`src/rtl/pixel_stream_deserializer.sv`:
```
// pixel_stream_deserializer: assembles a serial 1-bit pixel stream into a single-buffered
// IMG_W x IMG_H binary frame and exposes it row by row through a registered read port.
module pixel_stream_deserializer #(
    parameter int IMG_W = 28,
    parameter int IMG_H = 28,
    parameter int CNT_W = 10,
    parameter int ROW_W = 5
) (
    input  logic             clk,
    input  logic             rst_n,
    input  logic             data_in,
    input  logic             valid_in,
    output logic             frame_valid,
    input  logic             frame_ack,
    input  logic [ROW_W-1:0] rd_row,
    output logic [IMG_W-1:0] rd_data,
    output logic [CNT_W-1:0] pixel_cnt,
    output logic             overflow,
    output logic [7:0]       drop_cnt
);
    localparam int COL_W = IMG_W > 1 ? $clog2(IMG_W) : 1;
    localparam logic [CNT_W-1:0] LAST_PIX = CNT_W'(IMG_W * IMG_H - 1);
    localparam logic [COL_W-1:0] LAST_COL = COL_W'(IMG_W - 1);
    localparam logic [ROW_W:0] NUM_ROWS = (ROW_W + 1)'(IMG_H);

    typedef enum logic {FILL, FULL} state_t;

    state_t state, state_nxt;
    logic [ROW_W-1:0] row;
    logic [COL_W-1:0] col;
    logic [IMG_W-1:0] frame [IMG_H];
    logic accept, drop;

    assign accept = state == FILL && valid_in;
    assign drop   = state == FULL && valid_in;

    always_ff @(posedge clk or negedge rst_n) begin
        if (!rst_n) state <= FILL;
        else        state <= state_nxt;
    end

    always_comb begin
        state_nxt = state == FILL ? ((accept && pixel_cnt == LAST_PIX) ? FULL : FILL)
                                  : (frame_ack ? FILL : FULL);
    end

    always_comb begin
        frame_valid = state == FULL;
    end

    // row/col track pixel_cnt so the write address needs no divider
    always_ff @(posedge clk or negedge rst_n) begin
        if (!rst_n) begin
            pixel_cnt <= '0;
            row       <= '0;
            col       <= '0;
        end else if (accept) begin
            pixel_cnt <= pixel_cnt + 1'b1;
            col       <= col == LAST_COL ? '0 : col + 1'b1;
            row       <= col == LAST_COL ? row + 1'b1 : row;
        end else if (state == FULL && frame_ack) begin
            pixel_cnt <= '0;
            row       <= '0;
            col       <= '0;
        end
    end

    always_ff @(posedge clk or negedge rst_n) begin
        if (!rst_n) begin
            overflow <= 1'b0;
            drop_cnt <= '0;
        end else if (drop) begin
            overflow <= 1'b1;
            drop_cnt <= drop_cnt == 8'hff ? drop_cnt : drop_cnt + 1'b1;
        end
    end

    // frame storage is deliberately not reset
    always_ff @(posedge clk) begin
        if (accept) frame[row][col] <= data_in;
    end

    always_ff @(posedge clk or negedge rst_n) begin
        if (!rst_n) rd_data <= '0;
        else        rd_data <= {1'b0, rd_row} < NUM_ROWS ? frame[rd_row] : '0;
    end
endmodule
```
`config.mk`:
```
export PLATFORM = sky130hd
export DESIGN_NAME = pixel_stream_deserializer
export DESIGN_NICKNAME = d
export VERILOG_FILES = /design/src/rtl/pixel_stream_deserializer.sv
export SDC_FILE = /design/constraint.sdc
export NUM_CORES = 1
export LEC_CHECK = 0
export CAP_MARGIN = 0
export CORE_MARGIN = 1.5
export CORE_UTILIZATION = 35
export DETAILED_ROUTE_END_ITERATION = 10
export PLACE_DENSITY = 0.61
export SYNTH_ARGS = -nofsm -noshare
export SYNTH_HDL_FRONTEND = slang
export SYNTH_SLANG_ARGS = --single-unit
```
`constraint.sdc`:
```
create_clock -name clk -period 2.4 [get_ports clk]
set_clock_uncertainty 0.2 [all_clocks]
set_input_delay 0.6 -clock clk [delete_from_list [all_inputs] [get_ports clk]]
set_output_delay 0.6 -clock clk [all_outputs]
set_load 0.05 [all_outputs]
```
## Yosys cells after proc, flatten, opt, wreduce, memory -nomap -nowiden

Memories as Yosys holds them, arrays and structs flattened.
Cells that the tools add are included.

| storage, ports and cells | value |
|---|---|
| memories | 1 |
| register bits after elaboration | 58 |
| input port bits | 10 |
| word-level logic and storage cells | 44 |
| output and inout bits | 48 |
| RAM bits | 784 |

| operators by class | value |
|---|---|
| order comparisons | 3 |
| add/subtract/negate cells | 4 |
| mux-type cells | 15 |
| bitwise operators | 2 |
| eq/ne operators | 4 |
| reduce and logical (&&, ||, !) cells | 8 |

Memory list:

| name | words | width | read ports | clocked after memory_dff | write ports | line | RTL |
|---|---|---|---|---|---|---|---|
| frame | 28 | 28 | 1 | 0 | 1 | 31 | `logic [IMG_W-1:0] frame [IMG_H];` |

Operator list:

| kind | number |
|---|---|
| 28-bit 2-to-1 mux | 2 |
| 5-bit 2-to-1 mux | 5 |
| 10-bit 2-to-1 mux | 2 |
| 10-bit by 1-bit adder with 10-bit output (second input constant) | 1 |
| 5-bit by 1-bit adder with 5-bit output (second input constant) | 2 |
| 10-bit == test (second input constant) | 1 |
| 8-bit by 1-bit adder with 8-bit output (second input constant) | 1 |
| 8-bit == test (second input constant) | 1 |
| 5-bit by 6-bit less-than comparator with 1-bit output (second input constant) | 1 |
| 1-bit demux with 5-bit select | 1 |
| 5-bit == test (second input constant) | 1 |
| 5-bit by 1-bit greater-or-equal comparator with 1-bit output (second input constant) | 1 |
| 1-bit logical AND | 5 |
| 5-bit less-than comparator (second input constant) | 1 |
| 1-bit 2-to-1 mux | 5 |
| 2-bit AND reduction | 2 |
| 2-bit by 1-bit inequality test with 1-bit output (second input constant) | 1 |
| 1-bit inverter | 2 |
| 2-bit nonzero test | 1 |

## Logic depth before layout (Yosys ltp)

Gate-level depths: netlist (run 1).

| logic depth | value |
|---|---|
| depth in word-level cells | 5 |
| mapped depth | 9 |
| gate-level depth less buffers | 5 |

## Worst setup path before layout (run 1)

OpenSTA, ideal clock, no wires.

| timing | value |
|---|---|
| path type | register to register |
| start | register state, in the netlist frame_valid |
| end | memory frame[16][6], enable pin |
| period minus slack after synthesis | 2.272 ns |
| library setup time | 0.303 ns |
| arrival time | 1.769 ns |
| stages on the path, launching flop included | 8 |
| setup slack | 0.128 ns |
| required time | 1.897 ns |
| buffers on the path | 3 |
| cell sequence | dfrtp_1 -> buf_2 -> nor2b_2 -> and2_1 -> buf_2 -> nand2_1 -> clkbuf_1 -> nor2_1 |

| on the way | value |
|---|---|
| word-level cells in the longest chain between the ends | 4 |

RTL lines:

| item | line | RTL |
|---|---|---|
| from (decl) | 28 | `state_t state, state_nxt;` |
| from (signal assigned) | 39 | `else state <= state_nxt;` |
| 1-bit inverter | n/a |  |
| 1-bit logical AND | 34 | `assign accept = state == FILL && valid_in;` |
| 1-bit 2-to-1 mux | 80 | `if (accept) frame[row][col] <= data_in;` |
| 28-bit 2-to-1 mux (implied by the code) | 80 |  |
| to (decl) | 31 |  |

No other way between the ends.

## Worst setup path after layout (run 1)

| timing | value |
|---|---|
| start | register drop_cnt[1] |
| end | output drop_cnt[1] |

RTL lines:

| item | line | RTL |
|---|---|---|
| from (decl) | 19 | `output logic [7:0] drop_cnt` |
| from (signal assigned) | 74 | `drop_cnt <= drop_cnt == 8'hff ? drop_cnt : drop_cnt + 1'b1;` |

No word-level cell between the ends.

==> results.ini, run 1 <==
[routing]
drtIter0Drc = 2815
wl_um = 93970
drc = 0
routedWlPerCell_um = 23.40
dr_total_vias = 21340
viasPerCell = 5.314
drtAntennaViolNets = 0
dr.pass1.iters = 6

[clocking]
clkTransAtPathRegs_ps = 60
cts_tree = built
clock_latency_ps = 680
cts.root.buffer_cell = clkbuf_16
clock_path_buffers = 3
cts_num_sinks = 842
cts_max_level = 3
postCtsSetupBuffers = 0
cts_buffers = 84

[worst_setup_path]
cp.required_ps = 1600
critPathSlowestCell = clkdlybuf4s15_1
path_buf_inv = 1
critPathArrivalTime_ps = 1540
cp_max_fo = 4
crit_chain = clkdlybuf4s15_1
critPathLaunchType = flop
cp-end-kind = primary output
crit_type = flop to primary output
cp_top_family = buffers and inverters
cpPeakStageDelay_ps = 510

[placement]
hpwlAfterDp_um = 54710
port_buffers = 57
placed_area_sq_um = 39600
place_congestion = 0.7907
numPlacedInstances = 3858

[final_layout]
fin_cells = 4016
area_delta_synth_final_pct = 18.65
fin_util = 0.4179
nFillCells = 9191
multi_input_area_sq_um = 9823
diodes = 0
design_area_sq_um = 42460
final_nets = 2597
final-seq-area_sq_um = 24990
layout-drive-gt1-share = 0.2273

[floorplanning]
start_util = 0.3522
io_pins = 58
coreArea_sq_um = 101600
die_h_um = 322.8
dieArea_sq_um = 104200
die_x_um = 322.8
rows = 117

[global_routing]
overflow = 0
grt_max_degree = 105
grt_pass1_vias = 21630
grt_usage = 0.1817
antenna_found_initial = 1
busiest_layer = met2
grt_use_met1 = 0.2357
use_met2 = 0.3143
use_met3 = 0.02562
grt_pass1_wl_um = 139100

[sta]
worst-slew-pin-transition_ps = 1003
slew_headroom = 0.3315
min_period_ps = 2336
setup_violations = 0
hold_viol_final = 0
fin_crit_sh = 0.9733
slew_violations = 0
holdWs_ps = 148.4
fmax_ghz = 0.4281
tns_ps = 0

[logic_synthesis]
syn_nets = 2435
avgSynthCellArea_sq_um = 14.82
mappedNetlistArea_sq_um = 35780
synth_edf_count = 784
ys.flop_type = edfxtp_1
ys_seq_area_frac = 0.6985
yosysWarnings = 0
ys_seq_elements = 842
yosysUniqueCellTypes = 55
syn-instance-count = 2415
async_flop_share = 0.06888

[hold_path]
hp-class = primary input to flop

[power]
power_frac_comb = 0.083
p_leak_nw = 13.46
vdd_drop_max_uv = 537.7
p_int_w = 0.02499
p_sw_w = 0.007576
power.share.clock = 0.414
sequentialPowerShare = 0.502
sw_frac_of_total = 0.2326
power.density_nw_per_um2 = 767.1

[job]
maxCapViolations = 0

[run_status]
status = completed

-- Yosys cell counts, drive strengths merged (4+ instances only) --
cell type | instances | area (sq um)
and2 | 7 | 43.80
nor2 | 793 | 2977
buf | 100 | 650.6
a21oi | 5 | 25.02
a31oi | 5 | 31.28
nand4 | 7 | 43.79
mux4 | 185 | 4167
and3 | 6 | 37.54
nand3 | 52 | 260.3
nor2b | 13 | 83.83
clkbuf | 103 | 387.9
dfrtp | 58 | 1451
nand2 | 69 | 259.0
xnor2 | 6 | 52.55
inv | 8 | 30.03
ha | 10 | 125.1
mux2i | 52 | 520.5
a22oi | 52 | 390.4
o21ai | 31 | 155.1
a21o | 25 | 187.7
xor2 | 4 | 35.03
edfxtp | 784 | 23540
nand2b | 4 | 25.02
-- what timing repair did --
| item | 4_1_cts | 5_1_grt |
|---|---|---|
| resized for setup | 27 | 4 |
| setup endpoints to repair | 14 | 31 |
| hold buffers | 1 | 0 |
| endpoints found under the hold margin | 30 | 0 |
-- power groups by stage --
stage	logic (W)	clock network (W)	registers, W
after floorplan	0.00116	0	0.0170
final	0.00271	0.0135	0.0164
after detailed placement	0.00273	0	0.0167
after global placement	0.00268	0	0.0167
after global routing	0.00289	0.0142	0.0164
after CTS	0.00273	0.0137	0.0164
-- final cells by class --
cell class,instances,share of cell area
flip-flops and latches,842,0.5887
repair buffers,279,0.07176
clock buffers,122,0.05546
multi-input cells,1361,0.2314
well taps,1368,0.04031
inverters,9,0.0007957
clock inverters,35,0.01161
-- path summary, 6_finish.rpt --
| check | start | end | slack [ps] | cells after the start |
|---|---|---|---|---|
| max in group asynchronous | rst_n | drop_cnt[1] | 990 | 3 |
| hold reg to reg | overflow | overflow | 260 | 1 |
| setup reg to reg | row[0] | frame[15][2] | 110 | 5 |
| setup / recovery | drop_cnt[1] | drop_cnt[1] | 60 | 1 |
| hold / removal | data_in | frame[17][14] | 150 | 1 |
| min in group asynchronous | rst_n | rd_data[25] | 320 | 2 |
-- placed cells by master, fill, tap and decap left out, types with 9 or more instances in the layout --
master,count
nor2_1,790
edfxtp_1,784
buf_4,186
mux4_2,185
clkbuf_16,84
buf_12,71
nand2_1,68
dfrtp_1,58
a22oi_1,52
mux2i_1,52
nand3_1,39
o21ai_0,29
clkbuf_1,27
a21o_1,25
nand3_2,13
nor2b_1,11
clkbuf_8,11
ha_1,9
clkinv_2,9
-- metal layers --
layer / up-vias / wire length (um)
li1: 9204 / -
met1: 11160 / 37150
met5: - / 0
met3: 145 / 6984
met4: 0 / 2392
met2: 828 / 47440
-- stage by stage --
stage	setup WS [ps]	total power, W
2_1_floorplan	128.0	0.01812
3_3_place_gp	-434.0	0.01934
3_5_place_dp	-466.3	0.01941
4_1_cts	3.285	0.03282
5_1_grt	-0.4901	0.03350
6_report	64.07	0.03257
-- flip-flops by register name (all words and copies together) (netlist names) --
register     cells
col              5
rd_data         28
pixel_cnt       10
frame_valid      1
overflow         1
row              5
frame          784
drop_cnt         8
-- cells by family after synthesis --
group,count (synthesis),share of synthesized area
xor+xnor,10,0.002447
simple gates,964,0.1072
fa+ha+maj,10,0.003497
flops,842,0.6985
buf+inv,212,0.02996
compound gates,138,0.02685
mux,239,0.1316
Note: power is estimated with default switching activity, not from simulation.
==> inputs of run 2 (changes only) <==
--- a/config.mk
+++ b/config.mk
@@ -6,7 +6,7 @@
 export NUM_CORES = 1
 export LEC_CHECK = 0
 export CAP_MARGIN = 0
-export CORE_MARGIN = 1.5
+export CORE_MARGIN = 4
 export CORE_UTILIZATION = 35
 export DETAILED_ROUTE_END_ITERATION = 10
 export PLACE_DENSITY = 0.61
==> run 2 against run 1 <==
Non-clock buffer count grew 2. Largest power group unchanged. Largest cell class unchanged. First-iteration DRC count is 17% lower. Maximum frequency is 0.12% lower. Highest routed layer is now met5.
==> results.ini, run 2 (synthesis gave the netlist of run 1 again) <==
[run_status]
status = completed

[final_layout]
area_delta_synth_final_pct = 18.86
final_common_cell = nor2_1
nFillCells = 9181  ; -0.11%
final_nets = 2598  ; +0.039%
largest_register_ffs = 784  ; unchanged
fin_util = 0.4187  ; +0.0007520
final_cell_mix = nor2_1, edfxtp_1, mux4_2
layout-drive-gt1-share = 0.2285  ; +0.001133
largest-register = frame
diodes = 0  ; unchanged
reg_top3 = frame x784, rd_data x28, pixel_cnt x10

[clocking]
clock_latency_ps = 660  ; -20 ps
cts_tree = built
clock_path_buffers = 3  ; unchanged
postCtsSetupBuffers = 0  ; unchanged
cts.root.buffer_cell = clkbuf_16
cts_num_sinks = 842  ; unchanged
cts_max_level = 3  ; unchanged
cts_buffers = 83  ; -1.2%
clkTransAtPathRegs_ps = 60  ; about the same

[floorplanning]
io_pins = 58  ; unchanged
start_util = 0.3522  ; unchanged
rows = 117  ; unchanged
die_h_um = 327.8  ; +1.5%
die_x_um = 327.8  ; +1.5%
dieArea_sq_um = 107400  ; +3.1%
coreArea_sq_um = 101600  ; unchanged

[sta]
slew_violations = 0  ; unchanged
hold_viol_final = 0  ; unchanged
rsz0062_at_grt = no
fin_crit_sh = 0.9744  ; +0.001126
tns_ps = 0  ; unchanged
min_period_ps = 2339  ; +2.703 ps
fmax_ghz = 0.4276  ; -0.12%
worst-slew-pin-transition_ps = 707.1  ; -295.6 ps
slew_headroom = 0.5276  ; +0.1961
setup_violations = 0  ; unchanged

[worst_setup_path]
crit_type = flop to primary output
timing.rr.end = frame[17][5]
cp-end-kind = primary output
critPathArrivalTime_ps = 1540  ; about the same
r2r_cells = 4  ; -1
r2r_start = col[2]
rrSetupSlack_ps = 130  ; +20 ps
cp.required_ps = 1600  ; about the same
cp_max_fo = 4  ; unchanged
cp_top_family = buffers and inverters
path_buf_inv = 1  ; unchanged
critPathLaunchType = flop
cpPeakStageDelay_ps = 520  ; about the same
crit_chain = clkdlybuf4s15_1
critPathSlowestCell = clkdlybuf4s15_1

[hold_path]
hp-class = primary input to flop
min_path_cells = 1  ; unchanged
hold_start = data_in
min_to = frame[9][17]

[job]
maxCapViolations = 0  ; unchanged

[global_routing]
grt_pass1_wl_um = 139300  ; +0.14%
grt_usage = 0.1742  ; -0.007528
antenna_found_initial = 1  ; unchanged
grt_pass1_vias = 21670  ; +0.16%
grt_max_degree = 132  ; +26%
overflow = 0  ; unchanged

[routing]
drtIter0Drc = 2332  ; -17%
dr.pass1.iters = 6  ; unchanged
dr_total_vias = 21330  ; -0.070%
viasPerCell = 5.310  ; about the same
routedWlPerCell_um = 23.40  ; about the same
drc = 0  ; unchanged
wl_um = 93980  ; about the same
drtAntennaViolNets = 0  ; unchanged

[placement]
port_buffers = 57  ; unchanged
hpwlAfterDp_um = 57250  ; +4.6%
place_congestion = 0.8019  ; +1.4%

[power]
vdd_drop_max_uv = 507.3  ; -5.6%
total_power_w = 0.03283  ; +0.81%
power.density_nw_per_um2 = 771.9  ; +0.63%
p_leak_nw = 13.48  ; +0.11%

[run 2: per-stage QoR]
| step | cells | setup WS (ps) | hold WS, ps | area (sq um) |
|---|---|---|---|---|
| after floorplan | 2415 | 128.0 | 104.4 | 35780 |
| after global placement | 3860 | -630.0 | 266.8 | 39640 |
| after detailed placement | 3860 | -610.6 | 277.7 | 39640 |
| after CTS | 4016 | 0.8117 | 135.9 | 42540 |
| after global routing | 4016 | 3.253 | 154.9 | 42530 |
| final | 4016 | 61.37 | 164.2 | 42530 |
[run 2: where the power goes]
group / total [W] / internal, W / switching, W
clock: 0.0138 / 0.00823 / 0.00556
sequential: 0.0163 / 0.0162 / 0.000147
combinational: 0.00271 / 0.00100 / 0.00170
total: 0.0328 / 0.0254 / 0.00741
[run 2: worst max-delay path by stage]
stage                       startpoint           end  slack (ps)  cells past startpoint
after floorplan            frame_valid  frame[16][6]         130                      7
after global placement        valid_in   frame[4][9]        -630                      6
after detailed placement      valid_in  frame[24][5]        -610                      6
after CTS                 pixel_cnt[3]  pixel_cnt[3]         0.8                      1
after global routing            col[2]  frame[19][5]           3                      4
final                      drop_cnt[1]   drop_cnt[1]          60                      1
[run 2: routing by layer]
metal	vias up	GRT usage	part of all wire
li1	9213	-	-
met1	11060	0.2288	0.39
met2	891	0.2936	0.49
met3	157	0.03114	0.087
met4	2	0.05859	0.031
met5	-	0	0.00014
[run 2: repair_timing]
item / 4_1_cts / 5_1_grt
hold buffers: 1 / 0
gates cloned: 0 / 0
endpoints found under the hold margin: 41 / 0
gates resized for setup: 45 / 6
endpoints found under the setup margin: 21 / 128
pin swaps: 0 / 0
[run 2: area by class of cell]
| cell class | instances | area, sq um | area share |
|---|---|---|---|
| Clock buffer | 104 | 2187 | 0.05142 |
| Inverter | 9 | 33.78 | 0.0007943 |
| Clock inverter | 51 | 695.7 | 0.01636 |
| Tap cell | 1368 | 1712 | 0.04024 |
| Timing Repair Buffer | 281 | 3087 | 0.07257 |
| Sequential cell | 842 | 24990 | 0.5876 |
| Multi-Input combinational cell | 1361 | 9824 | 0.2310 |
==> inputs of run 3 (changes only) <==
--- a/config.mk
+++ b/config.mk
@@ -9,7 +9,9 @@
 export CORE_MARGIN = 4
 export CORE_UTILIZATION = 35
 export DETAILED_ROUTE_END_ITERATION = 10
+export GPL_TIMING_DRIVEN = 0
 export PLACE_DENSITY = 0.61
+export RECOVER_POWER = 25
 export SYNTH_ARGS = -nofsm -noshare
 export SYNTH_HDL_FRONTEND = slang
 export SYNTH_SLANG_ARGS = --single-unit
==> run 3 against run 2 <==
The run now ends with negative setup slack left. Clock power down 3%. Combinational power rose by 2%. Maximum frequency decreased by 3.4%. Final area shrank 1.9%. Clock-buffer cell count up 8. Final cell count shrank 0.37%. Global-route usage about the same. Setup slack lost 83 ps. Register-to-register slack worse by 150 ps. Critical path depth is 5 higher. Sequential share of layout area rose by 1.1 points.
==> results.ini, run 3 (synthesis gave the netlist of run 1 again) <==
[run_status]
status = finished with violations
violations = negative setup slack

[sta]
fmax_ghz = 0.4130  ; -3.4%
worst-slew-pin-transition_ps = 1152  ; +444.5 ps
slew_violations = 0  ; unchanged
worst_slack_ps = -21.54  ; -82.91 ps
hold_viol_final = 0  ; unchanged
fin_crit_sh = 1.009  ; +0.03455
slew_headroom = 0.2323  ; -0.2953
min_period_ps = 2422  ; +82.91 ps
setup_violations = 12  ; +12
rsz0062_at_grt = yes

[power]
vdd_drop_max_uv = 471.1  ; -7.1%
power.density_nw_per_um2 = 778.8  ; +0.90%
p_leak_nw = 13.29  ; -1.4%

[clocking]
cts_buffers = 84  ; +1.2%
cts.root.buffer_cell = clkbuf_16
clkTransAtPathRegs_ps = 60  ; about the same
cts_max_level = 3  ; unchanged
clock_path_buffers = 3  ; unchanged
cts_tree = built
cts_num_sinks = 842  ; unchanged
clock_latency_ps = 640  ; -20 ps

[final_layout]
largest_register_ffs = 784  ; unchanged
area_delta_synth_final_pct = 16.62
final_common_cell = nor2_1
layout-drive-gt1-share = 0.2252  ; -0.003256
final_nets = 2584  ; -0.54%
nFillCells = 9358  ; +1.9%
design_area_sq_um = 41730  ; -1.9%
fin_cells = 4001  ; -0.37%
reg_top3 = frame x784, rd_data x28, pixel_cnt x10
diodes = 0  ; unchanged
fin_util = 0.4107  ; -0.007907
largest-register = frame
final_cell_mix = nor2_1, edfxtp_1, mux4_2

[global_routing]
antenna_found_initial = 2  ; +1
grt_pass1_vias = 20950  ; -3.3%
grt_pass1_wl_um = 138500  ; -0.54%
overflow = 0  ; unchanged
grt_max_degree = 188  ; +42%
grt_usage = 0.1738  ; -0.0003865

[worst_setup_path]
r2r_start = col[0]
cp.depth = 6  ; +5
crit_type = flop to flop
cp_top_family = simple AND/OR/NAND/NOR gates
path_buf_inv = 2  ; +1
r2r_cells = 6  ; +2
cpPeakStageDelay_ps = 420  ; -100 ps
critPathArrivalTime_ps = 2550  ; +1010 ps
critPathSlowestCell = dfrtp_1
crit_chain = ha_1, and3b_1, buf_4, nand2_2, buf_2, nor2_1
cp-end-kind = flop
cp_max_fo = 10  ; +6
critPathLaunchType = flop
cp.required_ps = 2530  ; +930 ps
timing.rr.end = frame[14][7]
rrSetupSlack_ps = -20  ; -150 ps

[placement]
numPlacedInstances = 3843  ; -0.44%
placed_area_sq_um = 38190  ; -3.7%
port_buffers = 55  ; -3.5%
hpwlAfterDp_um = 63120  ; +10%
place_congestion = 0.8158  ; +1.7%

[floorplanning]
coreArea_sq_um = 101600  ; unchanged
die_x_um = 327.8  ; unchanged
dieArea_sq_um = 107400  ; unchanged
rows = 117  ; unchanged
io_pins = 58  ; unchanged
die_h_um = 327.8  ; unchanged
start_util = 0.3522  ; unchanged

[hold_path]
min_path_cells = 1  ; unchanged
hold_start = data_in
min_to = frame[0][21]
hp-class = primary input to flop

[routing]
drtAntennaViolNets = 0  ; unchanged
dr_total_vias = 21070  ; -1.2%
drc = 0  ; unchanged
viasPerCell = 5.267  ; -0.82%
routedWlPerCell_um = 23.57  ; +0.74%
wl_um = 94320  ; +0.36%
drtIter0Drc = 2777  ; +19%
dr.pass1.iters = 5  ; -1

[job]
maxCapViolations = 0  ; unchanged

## run 3: changes by cell type in the layout (fill, tap and decap cells not counted), moves of 7 or more
cell	before	now
buf_12	72	1
buf_2	0	72
buf_4	180	28
buf_6	0	16
bufinv_16	16	9
clkbuf_1	19	36
clkbuf_2	3	44
clkbuf_4	0	32
dlygate4sd2_1	7	30
nand2_1	69	27
nand2_2	0	10
nand2_4	0	32
nand3_2	13	1
nand3_4	0	12
## run 3: worst max-delay path by stage
stage	startpoint	end	slack [ps]
floorplan	frame_valid	frame[16][6]	130
global placement	data_in	frame[24][4]	-19360
detailed placement	rd_row[3]	rd_data[16]	-1410
CTS	frame_valid	frame[12][0]	-10
global route	col[0]	frame[13][3]	-90
finish	col[0]	frame[14][7]	-20
## run 3: where the power goes
part | total [W] | switching (W) | internal (W)
Clock | 0.0134 | 0.00561 | 0.00779
Combinational | 0.00277 | 0.00192 | 0.000844
Sequential | 0.0163 | 0.000144 | 0.0162
## run 3: per-layer routing
| metal | wire length [um] | track usage | up-vias |
|---|---|---|---|
| li1 | - | - | 9206 |
| met1 | 40030 | 0.2445 | 10940 |
| met2 | 44830 | 0.2799 | 791 |
| met3 | 6803 | 0.02492 | 140 |
| met4 | 2655 | 0.05667 | 0 |
| met5 | 0 | 0 | - |
## run 3: per-stage QoR
| stage | total power, W | hold slack [ps] | worst slack [ps] | TNS [ps] |
|---|---|---|---|---|
| 2_1_floorplan | 0.01812 | 104.4 | 128.0 | 0 |
| 3_3_place_gp | 0.01960 | 287.4 | -19360 | - |
| 3_5_place_dp | 0.01922 | 287.6 | -1415 | -713990 |
| 4_1_cts | 0.03259 | 168.7 | -11.71 | -34.32 |
| 5_1_grt | 0.03346 | 328.2 | -87.53 | -2652 |
| 6_report | 0.03250 | 287.0 | -21.54 | -144.5 |
## run 3: layout make-up
class | instances | area, sq um | share of cell area
repair buffers | 65 | 676.9 | 0.01622
inverters | 9 | 35.03 | 0.0008395
flip-flops and latches | 842 | 25000 | 0.5990
clock buffers | 112 | 2331 | 0.05586
clock inverters | 43 | 432.9 | 0.01037
plain buffers | 201 | 1259 | 0.03016
multi-input cells | 1361 | 10290 | 0.2465
well taps | 1368 | 1712 | 0.04102
## run 3: timing repair
item	CTS	global route
gates resized for setup	293	93
hold buffers	1	0
setup buffers	1	3
hold endpoints to repair	55	0
pin swaps	1	0
setup endpoints to repair	797	670
